==> src/rtl/adc_capture_pkg.sv <==
// Shared constants, capture FSM encoding and lane helper
// for the interleaved ADC capture buffer.
package adc_capture_pkg;

  localparam int WAYS       = 8;
  localparam int BITS       = 9;
  localparam int FRAME_W    = WAYS * BITS;
  localparam int FIFO_DEPTH = 16;
  localparam int CNT_W      = 16;

  typedef enum logic [1:0] {
    IDLE    = 2'd0,
    CAPTURE = 2'd1,
    DONE_ST = 2'd2
  } cap_state_e;

  // lane 0 is the earliest sample in time
  function automatic logic [BITS-1:0] lane_of(
    input logic [FRAME_W-1:0] f,
    input int                 k
  );
    return f[k*BITS +: BITS];
  endfunction

endpackage

==> src/rtl/adc_frame_fifo.sv <==
// Synchronous show-ahead frame FIFO with flush.
// The head entry is presented combinationally while not empty.
module adc_frame_fifo #(
  parameter  int W     = 72,
  parameter  int DEPTH = 16,
  localparam int AW    = $clog2(DEPTH)
) (
  input  logic          clk,
  input  logic          rst_n,
  input  logic          flush,
  input  logic          push,
  input  logic          pop,
  input  logic [W-1:0]  din,
  output logic [W-1:0]  dout,
  output logic          full,
  output logic          empty,
  output logic [AW:0]   level
);

  logic [W-1:0] mem_q [DEPTH];
  logic [AW-1:0] wr_q, wr_d;
  logic [AW-1:0] rd_q, rd_d;
  logic [AW:0]   cnt_q, cnt_d;
  logic          do_push;
  logic          do_pop;

  assign empty = (cnt_q == '0);
  assign full  = (cnt_q == (AW+1)'(DEPTH));
  assign level = cnt_q;
  assign dout  = empty ? '0 : mem_q[rd_q];

  // a full FIFO still accepts a push when the head leaves
  assign do_pop  = pop && !empty;
  assign do_push = push && (!full || do_pop);

  always_comb begin
    wr_d  = wr_q;
    rd_d  = rd_q;
    cnt_d = cnt_q;
    if (flush) begin
      wr_d  = '0;
      rd_d  = '0;
      cnt_d = '0;
    end else begin
      if (do_push) wr_d = wr_q + 1'b1;
      if (do_pop)  rd_d = rd_q + 1'b1;
      unique case ({do_push, do_pop})
        2'b10:   cnt_d = cnt_q + 1'b1;
        2'b01:   cnt_d = cnt_q - 1'b1;
        default: cnt_d = cnt_q;
      endcase
    end
  end

  always_ff @(posedge clk or negedge rst_n) begin
    if (!rst_n) begin
      wr_q  <= '0;
      rd_q  <= '0;
      cnt_q <= '0;
    end else begin
      wr_q  <= wr_d;
      rd_q  <= rd_d;
      cnt_q <= cnt_d;
    end
  end

  always_ff @(posedge clk) begin
    if (do_push && !flush) mem_q[wr_q] <= din;
  end

endmodule

==> src/rtl/adc_capture_buffer.sv <==
// Receive end of the 8-way interleaved SAR ADC: registers lanes,
// frames them and buffers armed captures into a stream FIFO.
module adc_capture_buffer
  import adc_capture_pkg::*;
#(
  parameter  int WAYS       = 8,
  parameter  int BITS       = 9,
  parameter  int FIFO_DEPTH = 16,
  parameter  int CNT_W      = 16,
  localparam int FW         = WAYS * BITS,
  localparam int LW         = $clog2(FIFO_DEPTH) + 1
) (
  input  logic             ADCCLK,
  input  logic             RSTN,
  input  logic [FW-1:0]    ADCIN,
  input  logic             TWOS,
  input  logic             ARM,
  input  logic             ABORT,
  input  logic             CLR,
  input  logic [CNT_W-1:0] NFRAMES,
  output logic [FW-1:0]    DOUT,
  output logic             DVALID,
  input  logic             DREADY,
  output logic             BUSY,
  output logic             DONE,
  output logic             OVF,
  output logic [LW-1:0]    LEVEL
);

  cap_state_e       state_q, state_d;
  logic [CNT_W-1:0] cnt_q, cnt_d;
  logic [CNT_W-1:0] nf_q, nf_d;
  logic             done_q, done_d;
  logic             ovf_q, ovf_d;
  logic [FW-1:0]    in_q, in_d;
  logic             tag_q, tag_d;
  logic [FW-1:0]    s2_q, s2_d;
  logic             s2v_q, s2v_d;
  logic             full;
  logic             empty;

  always_comb begin
    in_d = ADCIN;
    for (int k = 0; k < WAYS; k++) begin
      in_d[k*BITS+BITS-1] = ADCIN[k*BITS+BITS-1] ^ TWOS;
    end
  end

  // capture tag follows the frame; a flush kills both in-flight frames
  always_comb begin
    tag_d = (state_q == CAPTURE) && !CLR;
    s2_d  = in_q;
    s2v_d = tag_q && !CLR;
  end

  always_comb begin
    state_d = state_q;
    cnt_d   = cnt_q;
    nf_d    = nf_q;
    done_d  = done_q;
    if (CLR) begin
      state_d = IDLE;
      done_d  = 1'b0;
    end else if (ABORT) begin
      state_d = IDLE;
    end else begin
      unique case (state_q)
        IDLE, DONE_ST: begin
          if (ARM) begin
            state_d = CAPTURE;
            cnt_d   = '0;
            nf_d    = NFRAMES;
            done_d  = 1'b0;
          end
        end
        CAPTURE: begin
          cnt_d = cnt_q + 1'b1;
          if (nf_q != '0 && cnt_q == CNT_W'(nf_q - 1'b1)) begin
            state_d = DONE_ST;
            done_d  = 1'b1;
          end
        end
        default: state_d = IDLE;
      endcase
    end
  end

  always_comb begin
    ovf_d = ovf_q;
    if (CLR) ovf_d = 1'b0;
    else if (s2v_q && full && !DREADY) ovf_d = 1'b1;
  end

  always_ff @(posedge ADCCLK or negedge RSTN) begin
    if (!RSTN) begin
      state_q <= IDLE;
      cnt_q   <= '0;
      nf_q    <= '0;
      done_q  <= 1'b0;
      ovf_q   <= 1'b0;
      in_q    <= '0;
      tag_q   <= 1'b0;
      s2_q    <= '0;
      s2v_q   <= 1'b0;
    end else begin
      state_q <= state_d;
      cnt_q   <= cnt_d;
      nf_q    <= nf_d;
      done_q  <= done_d;
      ovf_q   <= ovf_d;
      in_q    <= in_d;
      tag_q   <= tag_d;
      s2_q    <= s2_d;
      s2v_q   <= s2v_d;
    end
  end

  adc_frame_fifo #(
    .W     (FW),
    .DEPTH (FIFO_DEPTH)
  ) u_fifo (
    .clk   (ADCCLK),
    .rst_n (RSTN),
    .flush (CLR),
    .push  (s2v_q),
    .pop   (DREADY),
    .din   (s2_q),
    .dout  (DOUT),
    .full  (full),
    .empty (empty),
    .level (LEVEL)
  );

  assign DVALID = !empty;
  assign BUSY   = (state_q == CAPTURE);
  assign DONE   = done_q;
  assign OVF    = ovf_q;

endmodule

==> config.mk <==
export PLATFORM = sky130hd
export DESIGN_NAME = adc_capture_buffer
export DESIGN_NICKNAME = d
export VERILOG_FILES = /design/src/rtl/adc_capture_pkg.sv /design/src/rtl/adc_frame_fifo.sv /design/src/rtl/adc_capture_buffer.sv
export SDC_FILE = /design/constraint.sdc
export NUM_CORES = 1
export LEC_CHECK = 0
export BUFFER_PORTS_ARGS = -buffer_cell sky130_fd_sc_hd__buf_2
export CAP_MARGIN = 20
export CELL_PAD_IN_SITES_DETAIL_PLACEMENT = 1
export CELL_PAD_IN_SITES_GLOBAL_PLACEMENT = 2
export CORE_MARGIN = 5
export CORE_UTILIZATION = 50
export CTS_CLUSTER_DIAMETER = 30
export DETAILED_ROUTE_END_ITERATION = 8
export PLACE_DENSITY_LB_ADDON = 0.1
export SLEW_MARGIN = 20
export SYNTH_ARGS = -nofsm -noshare
export SYNTH_HDL_FRONTEND = slang
export SYNTH_SLANG_ARGS = --single-unit
==> constraint.sdc <==
create_clock -name ADCCLK -period 8.52 [get_ports ADCCLK]
set_input_delay 1.278 -clock ADCCLK [delete_from_list [all_inputs] [get_ports ADCCLK]]
set_output_delay 1.278 -clock ADCCLK [all_outputs]
set_load 0.02 [all_outputs]
Word-level counts from Yosys, hierarchy flattened
Memories as Yosys holds them, arrays and structs flattened.
Index checks and enable logic that the tools add are counted.
W data, S select, Z words.
Word-level totals
  RAM bits: 1152
  bits in registers: 195
  word-level logic and storage cells: 91
  output and inout port bits: 81
  memories: 1
  input port bits: 95
Cells by class
  add/subtract/negate cells: 6
  mux-type cells: 23
  eq/ne operators: 12
  bitwise logic cells: 10
  reductions and logical operators: 27
Memory list
  u_fifo.mem_q: depth 16, bits a word 72, rd ports 1, clocked after memory_dff 0, wr ports 1, line adc_frame_fifo.sv:20  | logic [W-1:0] mem_q [DEPTH];
Operators with widths (count)
  $mux W72: 1
  $pmux W16 S2: 1
  $add A16 B1 Y16 const B: 1
  $eq A16 B16 Y1: 1
  $mux W16: 1
  $mux W4: 4
  $reduce_bool A16 Y1: 1
  $sub A16 B1 Y16 const B: 1
  $reduce_and A4 Y1: 3
  $pmux W5 S2: 1
  $add A4 B1 Y4 const B: 2
  $logic_and A1 B1 Y1: 8
  $mux W1: 8
  $mux W2: 4
  $reduce_bool A2 Y1: 4
  $xor A1 B1 Y1: 8
  $reduce_bool A3 Y1: 2
  $add A5 B1 Y5 const B: 1
  $eq A5 B5 Y1 const B: 1
  $logic_not A5 Y1: 1
  $mux W5: 1
  $sub A5 B1 Y5 const B: 1
  $eq A2 B1 Y1 const B: 2
  $eq A2 B2 Y1 const B: 2
  other kinds (13): 18

Logic depth before layout (Yosys ltp)
Gate-level depths: netlist of the first run.
  depth after elaboration: 8
  mapped depth: 13
  mapped depth without buffers: 13

By module
A second synthesis of the first run with hierarchy kept.
Second synthesis, totals
  cells, all modules: 2245
  area total of the unflattened synthesis: 50174.4 µm²
By module, submodules not included
  adc_frame_fifo: sequential area each 34918.5 µm², cells each 1877, area each 44342.5 µm², times used 1
  adc_capture_buffer: sequential area each 4554.4 µm², cells each 368, area each 5831.8 µm², times used 1

Least setup slack after synthesis of the first run
OpenSTA, ideal clock, no wires.
  path type: in2reg
  from: input DREADY
  to: memory u_fifo.mem_q[3][0] (enable)
  data arrival time: 6.776 ns
  data required time: 7.929 ns
  setup slack: 1.153 ns
  library setup time: 0.591 ns
  cell stages on the path: 5
  path buffers: 0
  cell sequence: nand3b_1 -> nand2_1 -> nor2_1 -> nand2_1 -> nor3_1
On the way
  word-level cells in the longest chain between the ends: 6
RTL lines
  start: declaration: line adc_capture_buffer.sv:23  | input logic DREADY,
  $logic_and A1 B1 Y1: line adc_frame_fifo.sv:33  | assign do_pop = pop && !empty;
  $logic_or A1 B1 Y1: line adc_frame_fifo.sv:34  | assign do_push = push && (!full || do_pop);
  $logic_and A1 B1 Y1: line adc_frame_fifo.sv:34
  $logic_and A1 B1 Y1: line adc_frame_fifo.sv:68  | if (do_push && !flush) mem_q[wr_q] <= din;
  $mux W1: line adc_frame_fifo.sv:68
  $mux W1 (not written as such): line adc_frame_fifo.sv:68
  end: declaration: line adc_frame_fifo.sv:20
No other way between the ends.

Final worst setup path of the first run
  from: register u_fifo.rd_q[1]
  to: output DOUT[2]
On the way
  word-level cells in the longest chain between the ends: 2
RTL lines
  start: declaration: line adc_frame_fifo.sv:22  | logic [AW-1:0] rd_q, rd_d;
  start signal: assignment: line adc_frame_fifo.sv:62  | rd_q <= rd_d;
  $mem_v2 Z16 W72
  $mux W72: line adc_frame_fifo.sv:30  | assign dout = empty ? '0 : mem_q[rd_q];
  end: declaration: line adc_capture_buffer.sv:21  | output logic [FW-1:0] DOUT,
No other way between the ends.

==> results of run 1 <==
==> worst min-delay path by stage <==
stage                         from       end  slack, ns  depth (start not counted)
final                     in_q[64]  s2_q[64]       0.32                          0
after global routing      in_q[37]  s2_q[37]       0.34                          0
after CTS                 in_q[64]  s2_q[64]       0.32                          0
after detailed placement   in_q[9]   s2_q[9]       0.34                          0
after global placement    in_q[43]  s2_q[43]       0.33                          0
after floorplan            in_q[0]   s2_q[0]       0.33                          0
==> state kept, by name, indices dropped and copies added (netlist names), 2 cells and up <==
signal	flops
u_fifo.wr_q	4
nf_q	16
cnt_q	16
u_fifo.rd_q	4
u_fifo.mem_q	1152
u_fifo.level	5
in_q	72
state_q	2
s2_q	72
==> worst reg2reg max path, cell delays in order (launching register included) <==
cell and delay [ns]:
dfrtp_1 0.42, nor4_1 0.86, nand2b_4 0.58, nand2_1 0.42, or2_2 0.19, inv_1 0.07
ha_1 0.30, nor2b_1 0.16, o21ai_0 0.17, nand2b_1 0.15, nor4_1 0.22, a21o_1 0.13
a21oi_1 0.07, a21oi_1 0.14
==> cells by family (layout without fill, tap and decap cells) <==
group / after synthesis / after routing / share of synthesized area [%]
fa+ha+maj: 11 / 11 / 0.289
buf+inv: 116 / 729 / 0.906
simple gates: 221 / 221 / 2.47
xor+xnor: 46 / 46 / 0.801
flops: 1347 / 1347 / 78.5
mux: 373 / 373 / 16.4
other cells: 0 / 1 / 0
compound gates: 50 / 50 / 0.622
==> power by group through the flow <==
stage | combinational, uW | clock (uW) | sequential [uW]
detailed placement | 3090 | 0 | 7620
global route | 3260 | 11500 | 7510
CTS | 3120 | 11000 | 7500
finish | 3040 | 10900 | 7490
floorplan | 2260 | 0 | 7480
global placement | 3050 | 0 | 7600
==> stage by stage <==
stage	util, %	setup slack, ns	power, uW	cell area (sq um)	hold slack [ns]
CTS	62.5	2.98	21700	62500	0.323
floorplan	-	1.15	9730	50300	0.331
global route	62.5	2.89	22200	62500	0.337
finish	62.5	3.11	21400	62500	0.319
detailed placement	52.9	3.71	10700	52900	0.336
global placement	52.9	3.68	10700	52900	0.331
==> layout make-up <==
| cell class | count | area share [%] |
|---|---|---|
| well taps | 1298 | 2.60 |
| flip-flops and latches | 1347 | 63.2 |
| clock buffers | 342 | 12.3 |
| multi-input cells | 701 | 16.8 |
| diodes | 1 | 0.00401 |
| inverters | 14 | 0.0841 |
| clock inverters | 154 | 2.93 |
| repair buffers | 219 | 2.08 |
==> metal layers <==
metal,vias up,wire (um),global-route usage [%]
met4,2,2570,6.82
met5,-,20,0
li1,9876,-,-
met3,187,8630,6.28
met2,869,61200,37.8
met1,12905,50300,31.9
==> synth_stat cells, drive strengths merged, types with 4 or more instances <==
library cell / instances
a21oi: 16
and2: 73
and3: 4
buf: 22
clkbuf: 80
dfrtp: 195
edfxtp: 1152
ha: 10
inv: 14
mux2: 12
mux4: 360
nand2: 34
nand2b: 6
nand3: 12
nor2: 49
nor2b: 6
nor3: 9
nor4: 6
nor4b: 4
o21ai: 14
xnor2: 17
xor2: 29
==> layout by cell type, fill, tap and decap left out, types with 6 or more instances in the layout <==
cell type / netlist / routed
buf_6: 0 / 8
inv_6: 0 / 22
edfxtp_1: 1152 / 1152
a21oi_1: 16 / 16
and2_1: 73 / 73
dfrtp_1: 195 / 191
nand3_1: 12 / 12
nor2b_1: 6 / 6
mux2_2: 12 / 12
nor4_1: 6 / 6
clkinv_2: 0 / 26
xnor2_1: 17 / 17
clkinv_4: 0 / 21
clkbuf_8: 0 / 18
ha_1: 10 / 10
clkbuf_16: 0 / 293
clkbuf_1: 79 / 31
bufinv_16: 0 / 31
nor2_1: 49 / 37
nor2_4: 0 / 12
xor2_1: 29 / 29
clkinv_1: 0 / 16
mux4_2: 360 / 360
nand2_1: 33 / 33
buf_4: 1 / 32
buf_2: 12 / 174
clkinvlp_4: 0 / 30
o21ai_0: 13 / 13
inv_1: 14 / 14
==> impl_metrics.json, run 1 <==
{
  "outcome": "complete, no violations",
  "syn2layout_area_growth_pct": 24.2,
  "pin_count": 176,
  "grt_pass1_wl_um": 184000,
  "cts_tree": "built",
  "synth_flop_cell": "edfxtp_1",
  "net-switching-power_uw": 5290,
  "rrSetupSlack_ns": 4.56,
  "synth.avg_cell_area_sq_um": 23.2,
  "rows": 116,
  "worst-path-stages": 5,
  "clock_latency_ns": 0.85,
  "regArea_sq_um": 39500,
  "hpwl_um": 62100,
  "finalSetupTns_ns": 0,
  "cts_sinks": 1347,
  "r2r_end": "u_fifo.level[4]",
  "r2r_cells": 13,
  "synth_warnings": 0,
  "period_share_pct": 63.5,
  "ctsResizeCount": 0,
  "wirelength_um": 123000,
  "cts_hold_buffers": 0,
  "syn_nets": 2270,
  "async_reset_ff_share_pct": 14.5,
  "arrival_ns": 4.14,
  "final_max_slew_viol_count": 0,
  "cp-start-kind": "flip-flop",
  "start_util_pct": 50.3,
  "setup_viol": 0,
  "drive_gt1_share_pct": 38.7,
  "synthesis.area_sq_um": 50300,
  "drt_first_pass_iters": 5,
  "grt_setup_unrepaired": "no",
  "max_stage_delay_ns": 0.98,
  "io_buffers": 175,
  "p_seq_share_pct": 35.0,
  "grt_max_degree": 117,
  "ys_seq_area_share_pct": 78.5,
  "maxSlewHeadroom_pct": 23.2,
  "crit_family": "buffers and inverters",
  "crit_top_cell": "mux4_2",
  "critPathCapture": "DOUT[2]",
  "crit_chain": "buf_4 > mux4_2 > mux4_2 > and2_1 > buf_2",
  "wl_per_cell_um": 30.1,
  "drtIter0Drc": 2188,
  "finalHoldViolations": 0,
  "maxCapViolCount": 0,
  "cpMaxStageDelayCell": "dfrtp_4",
  "ys_top_cells_by_area": "edfxtp_1 69%, mux4_2 16%, dfrtp_1 9.7%",
  "cts_inserted_buffers": 286,
  "p_sw_share_pct": 24.7,
  "path_class": "flip-flop to output pin",
  "synth_edf_count": 1152,
  "multiInputGateArea_sq_um": 10500,
  "overflow": 0,
  "worst_slew_pin_slew_ns": 1.15,
  "antenna_found_initial": 5,
  "fin_crit_ns": 5.41,
  "clockBufferDepth": 4,
  "nFillCells": 7950,
  "place.gp.congestion": 0.742,
  "post-cts-setup-buffers": 0,
  "ir_drop_v": 0.000291,
  "pwr-share-clk_pct": 50.8,
  "cts-root-buf": "clkbuf_16",
  "clock_skew_ns": 0.0394,
  "power_frac_comb_pct": 14.2,
  "hold_path.class": "flip-flop to flip-flop",
  "path_max_fanout": 68,
  "ys_types": 54,
  "cp_num_buf_inv": 2,
  "max_freq_mhz": 185,
  "die_h_um": 327,
  "worstSetupStartpoint": "u_fifo.rd_q[1]",
  "crit_required_ns": 7.24,
  "die-area_sq_um": 107000,
  "htree_levels": 5,
  "instances_no_fill": 4076,
  "antenna_left": 0,
  "r2r_start": "u_fifo.level[1]",
  "grtUsageTotal_pct": 23.4,
  "via_per_inst": 5.85,
  "route.detailed.drc": 0,
  "p_leak_uw": 0.0211,
  "core_area_sq_um": 100000,
  "dp.cells": 3579,
  "fin_nets": 2675,
  "grt_pass1_vias": 27016,
  "num_vias": 23839,
  "synth_cells": 2164,
  "end_kind": "output pin",
  "synth_area_leader_cell": "edfxtp_1",
  "ys_ff_latch": 1347,
  "p_int_uw": 16100,
  "die_width_um": 327,
  "powerDensity_nw_per_um2": 343,
  "clk_pin_slew_ns": 0.05,
  "yosysTopAreaCellShare_pct": 68.8
}
No activity file was read; power rests on OpenSTA's default activity.
==> run 2, diff against run 1 <==
==> constraint.sdc (replaced) <==
create_clock -name ADCCLK -period 5.2 [get_ports ADCCLK]
set_input_delay 0.78 -clock ADCCLK [delete_from_list [all_inputs] [get_ports ADCCLK]]
set_output_delay 0.78 -clock ADCCLK [all_outputs]
set_load 0.02 [all_outputs]
==> impl_metrics.json, run 2 (same netlist as run 1, synthesis figures left out) <==
{
  "wl_per_cell_um": 30.2,
  "powerDensity_nw_per_um2": 557,
  "clk_pin_slew_ns": 0.04,
  "path_class": "flip-flop to output pin",
  "via_per_inst": 5.90,
  "cts-root-buf": "clkbuf_16",
  "cts_sinks": 1347,
  "start_util_pct": 50.3,
  "die_h_um": 327,
  "busiest_layer": "met2",
  "final_cell_mix": "1152 x edfxtp_1, 360 x mux4_2, 290 x clkbuf_16, 191 x dfrtp_1, 174 x buf_2",
  "period_share_pct": 86.7,
  "diodes": 0,
  "gr-usage-met2_pct": 39.0,
  "largest_reg_flops": 1152,
  "io_buffers": 175,
  "clockBufferDepth": 4,
  "end_kind": "output pin",
  "ir_drop_v": 0.000287,
  "fin_nets": 2714,
  "cts_tree": "built",
  "outcome": "complete, no violations",
  "drive_gt1_share_pct": 39.2,
  "grtUsageTotal_pct": 23.7,
  "final_max_slew_viol_count": 0,
  "final_common_cell": "edfxtp_1",
  "grt_pass1_wl_um": 185000,
  "rows": 116,
  "die-area_sq_um": 107000,
  "max_freq_mhz": 222,
  "antenna_found_initial": 4,
  "wirelength_um": 124000,
  "regArea_sq_um": 39500,
  "grt_setup_unrepaired": "no",
  "core_area_sq_um": 100000,
  "grt_pass1_vias": 27258,
  "clock_skew_ns": 0.0499,
  "grt_max_degree": 95,
  "ctsResizeCount": 0,
  "grt_util_met1_pct": 33.2,
  "multiInputGateArea_sq_um": 10500,
  "finalHoldViolations": 0,
  "hold_path.class": "primary input to flip-flop",
  "finalSetupTns_ns": 0,
  "r2r_cells": 13,
  "worst_slew_pin_slew_ns": 1.10,
  "syn2layout_area_growth_pct": 25.4,
  "cp-start-kind": "flip-flop",
  "hold_path_depth": 1,
  "p_leak_uw": 0.0213,
  "place.gp.congestion": 0.741,
  "fin_crit_ns": 4.51,
  "pin_count": 176,
  "cts_inserted_buffers": 286,
  "antenna_left": 0,
  "grt_use_met3_pct": 4.82,
  "clock_latency_ns": 0.84,
  "nFillCells": 7972,
  "instances_no_fill": 4118,
  "drt_first_pass_iters": 5,
  "path_max_fanout": 40,
  "overflow": 0,
  "setup_viol": 0,
  "arrival_ns": 3.73,
  "die_width_um": 327,
  "maxSlewHeadroom_pct": 27.0,
  "htree_levels": 5,
  "reg_top3": "u_fifo.mem_q: 1152 flops, in_q: 72 flops, s2_q: 72 flops",
  "crit_required_ns": 4.42,
  "num_vias": 24300,
  "hpwl_um": 62600,
  "drtIter0Drc": 2225,
  "maxCapViolCount": 0,
  "dp.cells": 3607,
  "top_register": "u_fifo.mem_q",
  "route.detailed.drc": 0
}
[run 2: changes by cell type in the layout (fill, tap and decap cells not counted), moves of 5 or more]
cell           before  now
clkinv_4           21   16
buf_12              4   28
buf_6               8    0
buf_4              32   44
clkinv_2           26   38
dlygate4sd3_1       0   11
[run 2: per-stage QoR]
step	total power (uW)	hold WS, ns	utilization, %	worst slack [ns]	area (sq um)
final	35100	0.0545	63.1	0.691	63100
after global routing	36400	0.00641	63.1	0.504	63100
after CTS	35500	0.000624	63.1	0.589	63100
after detailed placement	17700	0.336	53.4	1.01	53400
after global placement	17600	0.332	53.4	1.13	53400
after floorplan	15900	0.331	-	0.263	50300
[run 2: timing repair]
item	CTS	global route
hold buffers	11	0
setup buffers	0	0
endpoints found under the hold margin	34	0
[run 2: area by class of cell]
cell class	instances	share of cell area, %
timing repair buffer	258	2.99
tap	1298	2.58
sequential	1347	62.6
multi-input combinational	701	16.6
inverter	14	0.0833
clock buffer	345	12.2
clock inverter	155	2.89
[run 2: routing by layer]
metal / up-vias / share of wire, % / routed length, um
li1: 9958 / - / -
met1: 13208 / 41 / 51400
met2: 928 / 50 / 62800
met3: 204 / 6.5 / 8060
met4: 2 / 1.8 / 2190
met5: - / 0.0080 / 10
[run 2: power by group]
group | switching [uW] | total [uW] | internal (uW)
sequential | 354 | 12300 | 11900
clock | 5620 | 17700 | 12100
combinational | 2610 | 5120 | 2520
[run 2: final timing paths]
path / startpoint / end / slack (ns)
setup / recovery: u_fifo.rd_q[0] / DOUT[63] / 0.69
hold / removal: ADCIN[13] / in_q[13] / 0.05
max in group asynchronous: RSTN / u_fifo.level[0] / 3.50
hold reg to reg: in_q[54] / s2_q[54] / 0.32
min in group asynchronous: RSTN / s2_q[3] / 0.57
setup reg to reg: u_fifo.level[0] / u_fifo.level[4] / 1.04
[run 2: critical path, stage by stage, from the launching register on]
cell	delay [ns]
dfrtp_4	1.02
buf_4	0.41
mux4_2	0.56
mux4_2	0.48
and2_1	0.22
buf_2	0.18
